--- config.mk ---
export PLATFORM = sky130hd
export DESIGN_NAME = uart_rx_frame_flat
export DESIGN_NICKNAME = d
export VERILOG_FILES = /design/src/rtl/uart_pkg.sv /design/src/rtl/uart_rx_frame_if.sv /design/src/rtl/sync_2ff.sv /design/src/rtl/uart_rx_frame.sv /design/src/flat_wrapper.sv
export SDC_FILE = /design/constraint.sdc
export NUM_CORES = 1
export LEC_CHECK = 0
export CORE_UTILIZATION = 45
export DETAILED_ROUTE_END_ITERATION = 7
export PLACE_DENSITY = 0.63
export SETUP_SLACK_MARGIN = 0.3
export SYNTH_ARGS = -nofsm -noshare
export SYNTH_HDL_FRONTEND = slang
export SYNTH_HIERARCHICAL = 1
export SYNTH_SLANG_ARGS = --single-unit
--- constraint.sdc ---
create_clock -name clk -period 4.3 [get_ports clk]
set_input_delay 0.645 -clock clk [delete_from_list [all_inputs] [get_ports clk]]
set_output_delay 0.645 -clock clk [all_outputs]
set_load 0.005 [all_outputs]
--- src/rtl/uart_pkg.sv ---
// rtl/uart_pkg.sv - shared UART types and constants
//
// Contents:
//   uart_state_e          receive FSM state encoding (PARITY code always reserved)
//   UART_DATA_W           data byte width
//   UART_CLKS_PER_BIT_DEF default clocks per bit (10 MHz / 9600 baud)
package uart_pkg;

    typedef enum logic [2:0] {
        ST_IDLE   = 3'd0,
        ST_START  = 3'd1,
        ST_DATA   = 3'd2,
        ST_PARITY = 3'd3,
        ST_STOP   = 3'd4
    } uart_state_e;

    localparam int UART_DATA_W           = 8;
    localparam int UART_CLKS_PER_BIT_DEF = 1042;

endpackage

--- src/rtl/uart_rx_frame_if.sv ---
// rtl/uart_rx_frame_if.sv - received-byte valid/ready handshake bundle
//
// Signals:
//   rx_data  [7:0] received byte, stable while rx_valid
//   rx_valid       holding register has an unread byte
//   rx_ready       consumer accepts on rx_valid && rx_ready
// Modports:
//   master  byte producer (the deframer)
//   slave   byte consumer (peripheral registers)
interface uart_rx_frame_if;
    import uart_pkg::*;

    logic [UART_DATA_W-1:0] rx_data;
    logic                   rx_valid;
    logic                   rx_ready;

    modport master (
        output rx_data,
        output rx_valid,
        input  rx_ready
    );

    modport slave (
        input  rx_data,
        input  rx_valid,
        output rx_ready
    );

endinterface

--- src/rtl/sync_2ff.sv ---
// rtl/sync_2ff.sv - two-flop synchroniser for asynchronous single-bit inputs
//
// Parameters:
//   RESET_VAL  value both stages take in reset (idle level of the input)
// Ports:
//   clk     destination clock
//   resetn  synchronous active-low reset
//   d       asynchronous input
//   q       synchronised output, 2 clocks of latency
module sync_2ff #(
    parameter logic RESET_VAL = 1'b1
) (
    input  logic clk,
    input  logic resetn,
    input  logic d,
    output logic q
);

    logic meta_q;
    logic sync_q;

    always_ff @(posedge clk) begin
        if (!resetn) begin
            meta_q <= RESET_VAL;
            sync_q <= RESET_VAL;
        end else begin
            meta_q <= d;
            sync_q <= meta_q;
        end
    end

    assign q = sync_q;

endmodule

--- src/rtl/uart_rx_frame.sv ---
// rtl/uart_rx_frame.sv - UART receive deframer with one-deep valid/ready holding register
//
// Optional feature macro: UART_RX_PARITY_EN (adds an even-parity bit, 11-bit frame).
//
// Parameters:
//   CLKS_PER_BIT  clocks per serial bit, 8..65535
// Ports:
//   clk        CPU clock, rising edge
//   reset      synchronous active-low reset
//   UART_RX    asynchronous serial line, idle high
//   rx_if      byte handshake (master): rx_data, rx_valid, rx_ready
//   frame_err  sticky: bad stop bit or parity mismatch
//   overrun    sticky: completed byte dropped while holding register full
//   err_clr    one-cycle pulse clearing both sticky flags
//   busy       FSM not in IDLE
module uart_rx_frame
    import uart_pkg::*;
#(
    parameter int CLKS_PER_BIT = UART_CLKS_PER_BIT_DEF
) (
    input  logic              clk,
    input  logic              reset,
    input  logic              UART_RX,
    uart_rx_frame_if.master   rx_if,
    output logic              frame_err,
    output logic              overrun,
    input  logic              err_clr,
    output logic              busy
);

    localparam int                CNT_W    = $clog2(CLKS_PER_BIT);
    localparam logic [CNT_W-1:0]  CNT_HALF = CNT_W'(CLKS_PER_BIT / 2 - 1);
    localparam logic [CNT_W-1:0]  CNT_FULL = CNT_W'(CLKS_PER_BIT - 1);

    logic rx_s;

    sync_2ff #(
        .RESET_VAL (1'b1)
    ) u_sync (
        .clk    (clk),
        .resetn (reset),
        .d      (UART_RX),
        .q      (rx_s)
    );

    uart_state_e            state_q,     state_d;
    logic [CNT_W-1:0]       cnt_q,       cnt_d;
    logic [2:0]             bit_idx_q,   bit_idx_d;
    logic [UART_DATA_W-1:0] shift_q,     shift_d;
    logic [UART_DATA_W-1:0] data_q,      data_d;
    logic                   valid_q,     valid_d;
    logic                   frame_err_q, frame_err_d;
    logic                   overrun_q,   overrun_d;
    logic                   busy_q,      busy_d;
`ifdef UART_RX_PARITY_EN
    logic                   par_err_q,   par_err_d;
`endif

    logic complete;
    logic set_fe;
    logic set_ov;
    logic accept;

    always_comb begin
        state_d     = state_q;
        cnt_d       = cnt_q;
        bit_idx_d   = bit_idx_q;
        shift_d     = shift_q;
        data_d      = data_q;
        valid_d     = valid_q;
`ifdef UART_RX_PARITY_EN
        par_err_d   = par_err_q;
`endif
        complete    = 1'b0;
        set_fe      = 1'b0;
        set_ov      = 1'b0;
        accept      = valid_q && rx_if.rx_ready;

        case (state_q)
            ST_IDLE: begin
                cnt_d = '0;
                if (!rx_s) begin
                    state_d = ST_START;
                end
            end

            ST_START: begin
                if (cnt_q == CNT_HALF) begin
                    cnt_d = '0;
                    // Line back high at mid-start-bit means it was a glitch.
                    if (!rx_s) begin
                        state_d   = ST_DATA;
                        bit_idx_d = 3'd0;
`ifdef UART_RX_PARITY_EN
                        par_err_d = 1'b0;
`endif
                    end else begin
                        state_d = ST_IDLE;
                    end
                end else begin
                    cnt_d = cnt_q + CNT_W'(1);
                end
            end

            ST_DATA: begin
                if (cnt_q == CNT_FULL) begin
                    cnt_d     = '0;
                    // LSB arrives first, so shift in at the top.
                    shift_d   = {rx_s, shift_q[UART_DATA_W-1:1]};
                    bit_idx_d = bit_idx_q + 3'd1;
                    if (bit_idx_q == 3'd7) begin
`ifdef UART_RX_PARITY_EN
                        state_d = ST_PARITY;
`else
                        state_d = ST_STOP;
`endif
                    end
                end else begin
                    cnt_d = cnt_q + CNT_W'(1);
                end
            end

`ifdef UART_RX_PARITY_EN
            ST_PARITY: begin
                if (cnt_q == CNT_FULL) begin
                    cnt_d     = '0;
                    // Even parity: data bits plus parity bit XOR to zero.
                    par_err_d = rx_s != (^shift_q);
                    state_d   = ST_STOP;
                end else begin
                    cnt_d = cnt_q + CNT_W'(1);
                end
            end
`endif

            ST_STOP: begin
                if (cnt_q == CNT_FULL) begin
                    cnt_d   = '0;
                    // Leave at mid-stop-bit so a following start edge is not missed.
                    state_d = ST_IDLE;
`ifdef UART_RX_PARITY_EN
                    if (rx_s && !par_err_q) begin
`else
                    if (rx_s) begin
`endif
                        complete = 1'b1;
                    end else begin
                        set_fe = 1'b1;
                    end
                end else begin
                    cnt_d = cnt_q + CNT_W'(1);
                end
            end

            default: begin
                state_d = ST_IDLE;
                cnt_d   = '0;
            end
        endcase

        // A read in the same cycle frees the slot for the new byte.
        if (complete) begin
            if (!valid_q || rx_if.rx_ready) begin
                data_d  = shift_q;
                valid_d = 1'b1;
            end else begin
                set_ov = 1'b1;
            end
        end else if (accept) begin
            valid_d = 1'b0;
        end

        // Set wins over a simultaneous clear.
        frame_err_d = set_fe ? 1'b1 : (err_clr ? 1'b0 : frame_err_q);
        overrun_d   = set_ov ? 1'b1 : (err_clr ? 1'b0 : overrun_q);

        busy_d = (state_d != ST_IDLE);
    end

    always_ff @(posedge clk) begin
        if (!reset) begin
            state_q     <= ST_IDLE;
            cnt_q       <= '0;
            bit_idx_q   <= 3'd0;
            shift_q     <= '0;
            data_q      <= '0;
            valid_q     <= 1'b0;
            frame_err_q <= 1'b0;
            overrun_q   <= 1'b0;
            busy_q      <= 1'b0;
`ifdef UART_RX_PARITY_EN
            par_err_q   <= 1'b0;
`endif
        end else begin
            state_q     <= state_d;
            cnt_q       <= cnt_d;
            bit_idx_q   <= bit_idx_d;
            shift_q     <= shift_d;
            data_q      <= data_d;
            valid_q     <= valid_d;
            frame_err_q <= frame_err_d;
            overrun_q   <= overrun_d;
            busy_q      <= busy_d;
`ifdef UART_RX_PARITY_EN
            par_err_q   <= par_err_d;
`endif
        end
    end

    assign rx_if.rx_data  = data_q;
    assign rx_if.rx_valid = valid_q;
    assign frame_err      = frame_err_q;
    assign overrun        = overrun_q;
    assign busy           = busy_q;

endmodule

--- src/flat_wrapper.sv ---
// flat-port wrapper written by rule: the top's interface ports become plain ports
module uart_rx_frame_flat import uart_pkg::*;
#(
    parameter int CLKS_PER_BIT = UART_CLKS_PER_BIT_DEF
)
  (clk, reset, UART_RX, frame_err, overrun, err_clr, busy, rx_if_rx_data, rx_if_rx_valid, rx_if_rx_ready);
  uart_rx_frame_if rx_if_i ();
  input  logic clk;
  input  logic reset;
  input  logic UART_RX;
  output logic frame_err;
  output logic overrun;
  input  logic err_clr;
  output logic busy;
  output wire logic [$bits(rx_if_i.rx_data)-1:0] rx_if_rx_data;
  output wire logic [$bits(rx_if_i.rx_valid)-1:0] rx_if_rx_valid;
  input wire logic [$bits(rx_if_i.rx_ready)-1:0] rx_if_rx_ready;
  assign rx_if_rx_data = rx_if_i.rx_data;
  assign rx_if_rx_valid = rx_if_i.rx_valid;
  assign rx_if_i.rx_ready = rx_if_rx_ready;
  uart_rx_frame #(.CLKS_PER_BIT(CLKS_PER_BIT)) u_core (.clk(clk), .reset(reset), .UART_RX(UART_RX), .rx_if(rx_if_i), .frame_err(frame_err), .overrun(overrun), .err_clr(err_clr), .busy(busy));
endmodule
==> impl_results.html <==
<table>
<tr><th>Metric</th><th>Value</th></tr>
<tr><th colspan="2">CTS</th></tr>
<tr><td>Clock edge transition at the registers on the reported setup and hold paths</td><td>around 0.07 ns</td></tr>
<tr><td>Setup fix buffers added after clock tree synthesis</td><td>0</td></tr>
<tr><td>Clock latency of the later-clocked register in the worst-skew pair</td><td>between 0.2 and 0.3 ns</td></tr>
<tr><td>Clock tree from TritonCTS</td><td>built</td></tr>
<tr><td>CTS Hold Bufs</td><td>0</td></tr>
<tr><td>Clock buffer count from CTS</td><td>5</td></tr>
<tr><td>Clock H-tree levels</td><td>2</td></tr>
<tr><td>Post-CTS Resized</td><td>0</td></tr>
<tr><td>Clock sink total</td><td>39</td></tr>
<tr><td>Library cell used as clock root buffer</td><td>sky130_fd_sc_hd__clkbuf_8</td></tr>
<tr><td>Number of buffers on the longest clock path</td><td>2</td></tr>
<tr><th colspan="2">GRT</th></tr>
<tr><td>Gr usage total</td><td>~17%</td></tr>
<tr><td>Aggregate global routing overflow</td><td>0</td></tr>
<tr><td>Vias in the first global route</td><td>about 1,200</td></tr>
<tr><td>Number of antenna violations at the first check in global routing</td><td>0</td></tr>
<tr><td>Maximum number of pins on one net before global-route repair</td><td>32</td></tr>
<tr><td>Wire length of the first global-routing pass</td><td>~5.4 mm</td></tr>
<tr><th colspan="2">Finish</th></tr>
<tr><td>Layout cells sized above 1</td><td>6.67%</td></tr>
<tr><td>Final standard cell count with taps included and fillers excluded</td><td>roughly 240</td></tr>
<tr><td>Area delta synth-&gt;final</td><td>17.4%</td></tr>
<tr><td>Final nets</td><td>between 200 and 250</td></tr>
<tr><td>Diodes inserted</td><td>0</td></tr>
<tr><td>Summed area of non-filler cells in the final layout</td><td>between 1500 and 2000 um^2</td></tr>
<tr><th colspan="2">Floorplanning</th></tr>
<tr><td>Chip height</td><td>62.8 um</td></tr>
<tr><td>Number of placed I/O pins</td><td>17</td></tr>
<tr><td>Core Area</td><td>between 3000 and 4000 um^2</td></tr>
<tr><td>Area of the die</td><td>about 3900 um^2</td></tr>
<tr><td>Placement row count</td><td>21</td></tr>
<tr><td>Starting utilization of the core area</td><td>between 40% and 50%</td></tr>
<tr><td>Die X</td><td>roughly 63 um</td></tr>
<tr><th colspan="2">Synthesis</th></tr>
<tr><td>Flip-flop cell with the highest count after synthesis</td><td>sky130_fd_sc_hd__dfxtp_1</td></tr>
<tr><td>Cell types with the largest area share after synthesis</td><td>sky130_fd_sc_hd__dfxtp_1, sky130_fd_sc_hd__nand3_1, sky130_fd_sc_hd__mux2i_1</td></tr>
<tr><td>Synth Net Count</td><td>~190</td></tr>
<tr><td>Sequential area share after synthesis</td><td>46.9%</td></tr>
<tr><td>Post-synthesis cell type count</td><td>35</td></tr>
<tr><td>Number of register bits inferred by synthesis</td><td>39</td></tr>
<tr><td>Most repeated cell in the gate-level netlist after synthesis</td><td>sky130_fd_sc_hd__dfxtp_1</td></tr>
<tr><td>Top cell types by occurrence after synthesis</td><td>sky130_fd_sc_hd__dfxtp_1, sky130_fd_sc_hd__nand3_1, sky130_fd_sc_hd__nor2_1</td></tr>
<tr><td>Gate Count Post-Synth</td><td>177</td></tr>
<tr><td>Proportion of register bits with asynchronous set or reset after synthesis</td><td>0%</td></tr>
<tr><td>Most area-hungry cell type in the Yosys netlist</td><td>sky130_fd_sc_hd__dfxtp_1</td></tr>
<tr><td>Synth top area share</td><td>46.9%</td></tr>
<tr><td>Count of synthesis-stage warnings from yosys</td><td>6</td></tr>
<tr><td>Number of flops mapped to enable cells by yosys</td><td>0</td></tr>
<tr><td>Syn Std Cell Area</td><td>between 1500 and 2000 um^2</td></tr>
<tr><td>Synthesized area per cell</td><td>between 9 and 10 um^2</td></tr>
<tr><th colspan="2">Place</th></tr>
<tr><td>Post-placement cell count</td><td>233</td></tr>
<tr><td>RD Place Congestion</td><td>0.772</td></tr>
<tr><td>Place WS</td><td>1.32 ns</td></tr>
<tr><td># port buffers</td><td>16</td></tr>
<tr><td>Placement Cell Area</td><td>1850 um^2</td></tr>
<tr><td>Total half-perimeter wirelength after legalization and detailed placement</td><td>around 2.1 mm</td></tr>
<tr><th colspan="2">Outcome</th></tr>
<tr><td>Status</td><td>complete, no violations</td></tr>
<tr><th colspan="2">Critical path</th></tr>
<tr><td>WP data required</td><td>4.43 ns</td></tr>
<tr><td>Arrival time at the worst endpoint</td><td>around 3.1 ns</td></tr>
<tr><td>Worst setup path class</td><td>reg2reg</td></tr>
<tr><td>Worst setup path start</td><td>u_core/cnt_q[6]$_SDFF_PN0_</td></tr>
<tr><td>Setup crit start kind</td><td>flip-flop</td></tr>
<tr><td>Capturing point of the worst reg2reg path</td><td>u_core/cnt_q[8]$_SDFF_PN0_</td></tr>
<tr><td>Worst reg-to-reg setup slack</td><td>~1.3 ns</td></tr>
<tr><td>Reg-to-reg critical path startpoint</td><td>u_core/cnt_q[6]$_SDFF_PN0_</td></tr>
<tr><td>Capturing element type of the critical path</td><td>flip-flop</td></tr>
<tr><td>Worst Path Max Fanout</td><td>16</td></tr>
<tr><td>CP Capture Point</td><td>u_core/cnt_q[8]$_SDFF_PN0_</td></tr>
<tr><td>Depth of the worst register-to-register path</td><td>5</td></tr>
<tr><th colspan="2">Timing</th></tr>
<tr><td>Unrepaired setup endpoints after global routing</td><td>false</td></tr>
<tr><td>Period utilization</td><td>slightly below 70%</td></tr>
<tr><td>Maximum clock skew at final layout</td><td>0.00496 ns</td></tr>
<tr><td>Total setup violations reported at the end of the flow</td><td>0</td></tr>
<tr><td>Minimum clock period</td><td>a little under 3 ns</td></tr>
<tr><td>Post-route worst setup slack</td><td>roughly 1.3 ns</td></tr>
<tr><td>Slew headroom</td><td>between 20 and 25%</td></tr>
<tr><td>Worst Max-Slew Pin Slew</td><td>~1.2 ns</td></tr>
<tr><td>Final-report max-slew violation count</td><td>0</td></tr>
<tr><td>Summed negative setup slack over all endpoints</td><td>0 ns</td></tr>
<tr><td>Count of final hold-check violations</td><td>0</td></tr>
<tr><td>Maximum clock frequency</td><td>around 340 MHz</td></tr>
<tr><th colspan="2">Power</th></tr>
<tr><td>Pwr Total</td><td>approximately 0.64 mW</td></tr>
<tr><td>IR drop worst, VDD</td><td>0.188 mV</td></tr>
<tr><td>P per Cell Area</td><td>approximately 330 nW/um^2</td></tr>
<tr><td>Leakage power figure</td><td>around 0.7 nW</td></tr>
<tr><th colspan="2">Hold path</th></tr>
<tr><td>Class of the tightest hold or removal check</td><td>reg2reg</td></tr>
<tr><td>Cell count of the worst hold path</td><td>1</td></tr>
<tr><th colspan="2">Drt</th></tr>
<tr><td>Per-cell via count in the routed design</td><td>between 5 and 6</td></tr>
<tr><td>TritonRoute pass-1 iters</td><td>4</td></tr>
<tr><td>Number of design-rule violations left by the first detailed-router iteration</td><td>73</td></tr>
<tr><td>Post-route DRC violation count</td><td>0</td></tr>
<tr><td>Routed vias</td><td>between 1,000 and 1,500</td></tr>
<tr><td>Antenna Nets Post-Route</td><td>0</td></tr>
<tr><td>Total wirelength of the detailed-routed design</td><td>about 3 mm</td></tr>
<tr><td>Wire per inst</td><td>between 10 and 15 um</td></tr>
<tr><th colspan="2">Run</th></tr>
<tr><td>Max capacitance violation total</td><td>0</td></tr>
</table>
## registers in the layout, summed over array words and instances, names as in the netlist
register,flops
u_core/bit_idx_q,3
u_core/frame_err,1
u_core/u_sync/meta_q,1
u_core/u_sync/q,1
u_core/busy,1
u_core/rx_if.rx_data,8
u_core/overrun,1
u_core/cnt_q,11
u_core/state_q,3
u_core/rx_if.rx_valid,1
u_core/shift_q,8
## cells in the final DEF (no fill, tap or decap), drive strengths merged, types with 2 or more instances in the layout
cell type      synthesis  final
clkdlybuf4s50          0     16
clkbuf                 4      8
nand2b                 4      4
nor3                   2      2
o21ai                  6      6
nor4                   2      2
or3b                   2      2
mux2i                  8      8
nor2                  15     15
inv                    5      5
ha                     5      5
nor2b                  8      8
o22ai                  2      2
and2                   3      3
a21boi                 9      9
a21oi                  2      2
nand3                 23     23
nor4bb                 2      2
dfxtp                 39     39
xor2                   6      6
nand2                 13     13
xnor2                  4      4
## metal layers
layer | vias to the layer above | part of all wire [%] | track usage [%]
met5 | - | 0 | 0
met4 | 0 | 0.43 | 5.23
met3 | 2 | 3.5 | 6.75
met2 | 18 | 47 | 29.1
met1 | 578 | 49 | 20.4
li1 | 651 | - | -
## worst min path at each step
| stage | startpoint | to |
|---|---|---|
| final | u_core/u_sync/meta_q$_SDFF_PN1_ | u_core/u_sync/q$_SDFF_PN1_ |
| after CTS | u_core/u_sync/meta_q$_SDFF_PN1_ | u_core/u_sync/q$_SDFF_PN1_ |
| after detailed placement | u_core/u_sync/meta_q$_SDFF_PN1_ | u_core/u_sync/q$_SDFF_PN1_ |
| after global placement | u_core/u_sync/meta_q$_SDFF_PN1_ | u_core/u_sync/q$_SDFF_PN1_ |
| after global routing | u_core/u_sync/meta_q$_SDFF_PN1_ | u_core/u_sync/q$_SDFF_PN1_ |
| after floorplan | u_core/u_sync/meta_q$_SDFF_PN1_ | u_core/u_sync/q$_SDFF_PN1_ |
## critical path, stage by stage (launching register included)
cell	delay (ns)
sky130_fd_sc_hd__dfxtp_1	0.35
sky130_fd_sc_hd__or4_4	0.56
sky130_fd_sc_hd__nor4_4	0.75
sky130_fd_sc_hd__nor3_1	0.10
sky130_fd_sc_hd__o21ai_0	0.92
sky130_fd_sc_hd__nor2_1	0.13
## logic make-up (layout without fill, tap and decap cells)
| group | after synthesis | count (layout) | synth area share (%) |
|---|---|---|---|
| simple gates | 81 | 81 | 27.4 |
| flops | 39 | 39 | 46.9 |
| compound gates | 23 | 23 | 9.10 |
| buf+inv | 11 | 29 | 2.78 |
| xor+xnor | 10 | 10 | 5.26 |
| mux | 8 | 8 | 4.81 |
| fa+ha+maj | 5 | 5 | 3.76 |
## power breakdown
group	leakage (nW)	internal [mW]	switching, mW
Combinational	0.335	0.00892	0.00718
Sequential	0.315	0.363	0.00258
Clock	0.0515	0.146	0.117
Total	0.701	0.518	0.127
## final cells by class
cell class	instances	area (um^2)
repair buffers	16	160
clock buffers	8	100
fillers	322	1490
inverters	5	18.8
multi-input cells	127	837
flip-flops and latches	39	781
well taps	46	57.6
## per-stage QoR
step                      hold slack [ns]  utilization, %
after floorplan                     0.386               -
after global placement              0.401            53.9
after detailed placement            0.405            53.9
after CTS                           0.428            56.8
after global routing                0.452            56.8
final                               0.423            56.8
No activity file was read; power rests on OpenSTA's default activity.
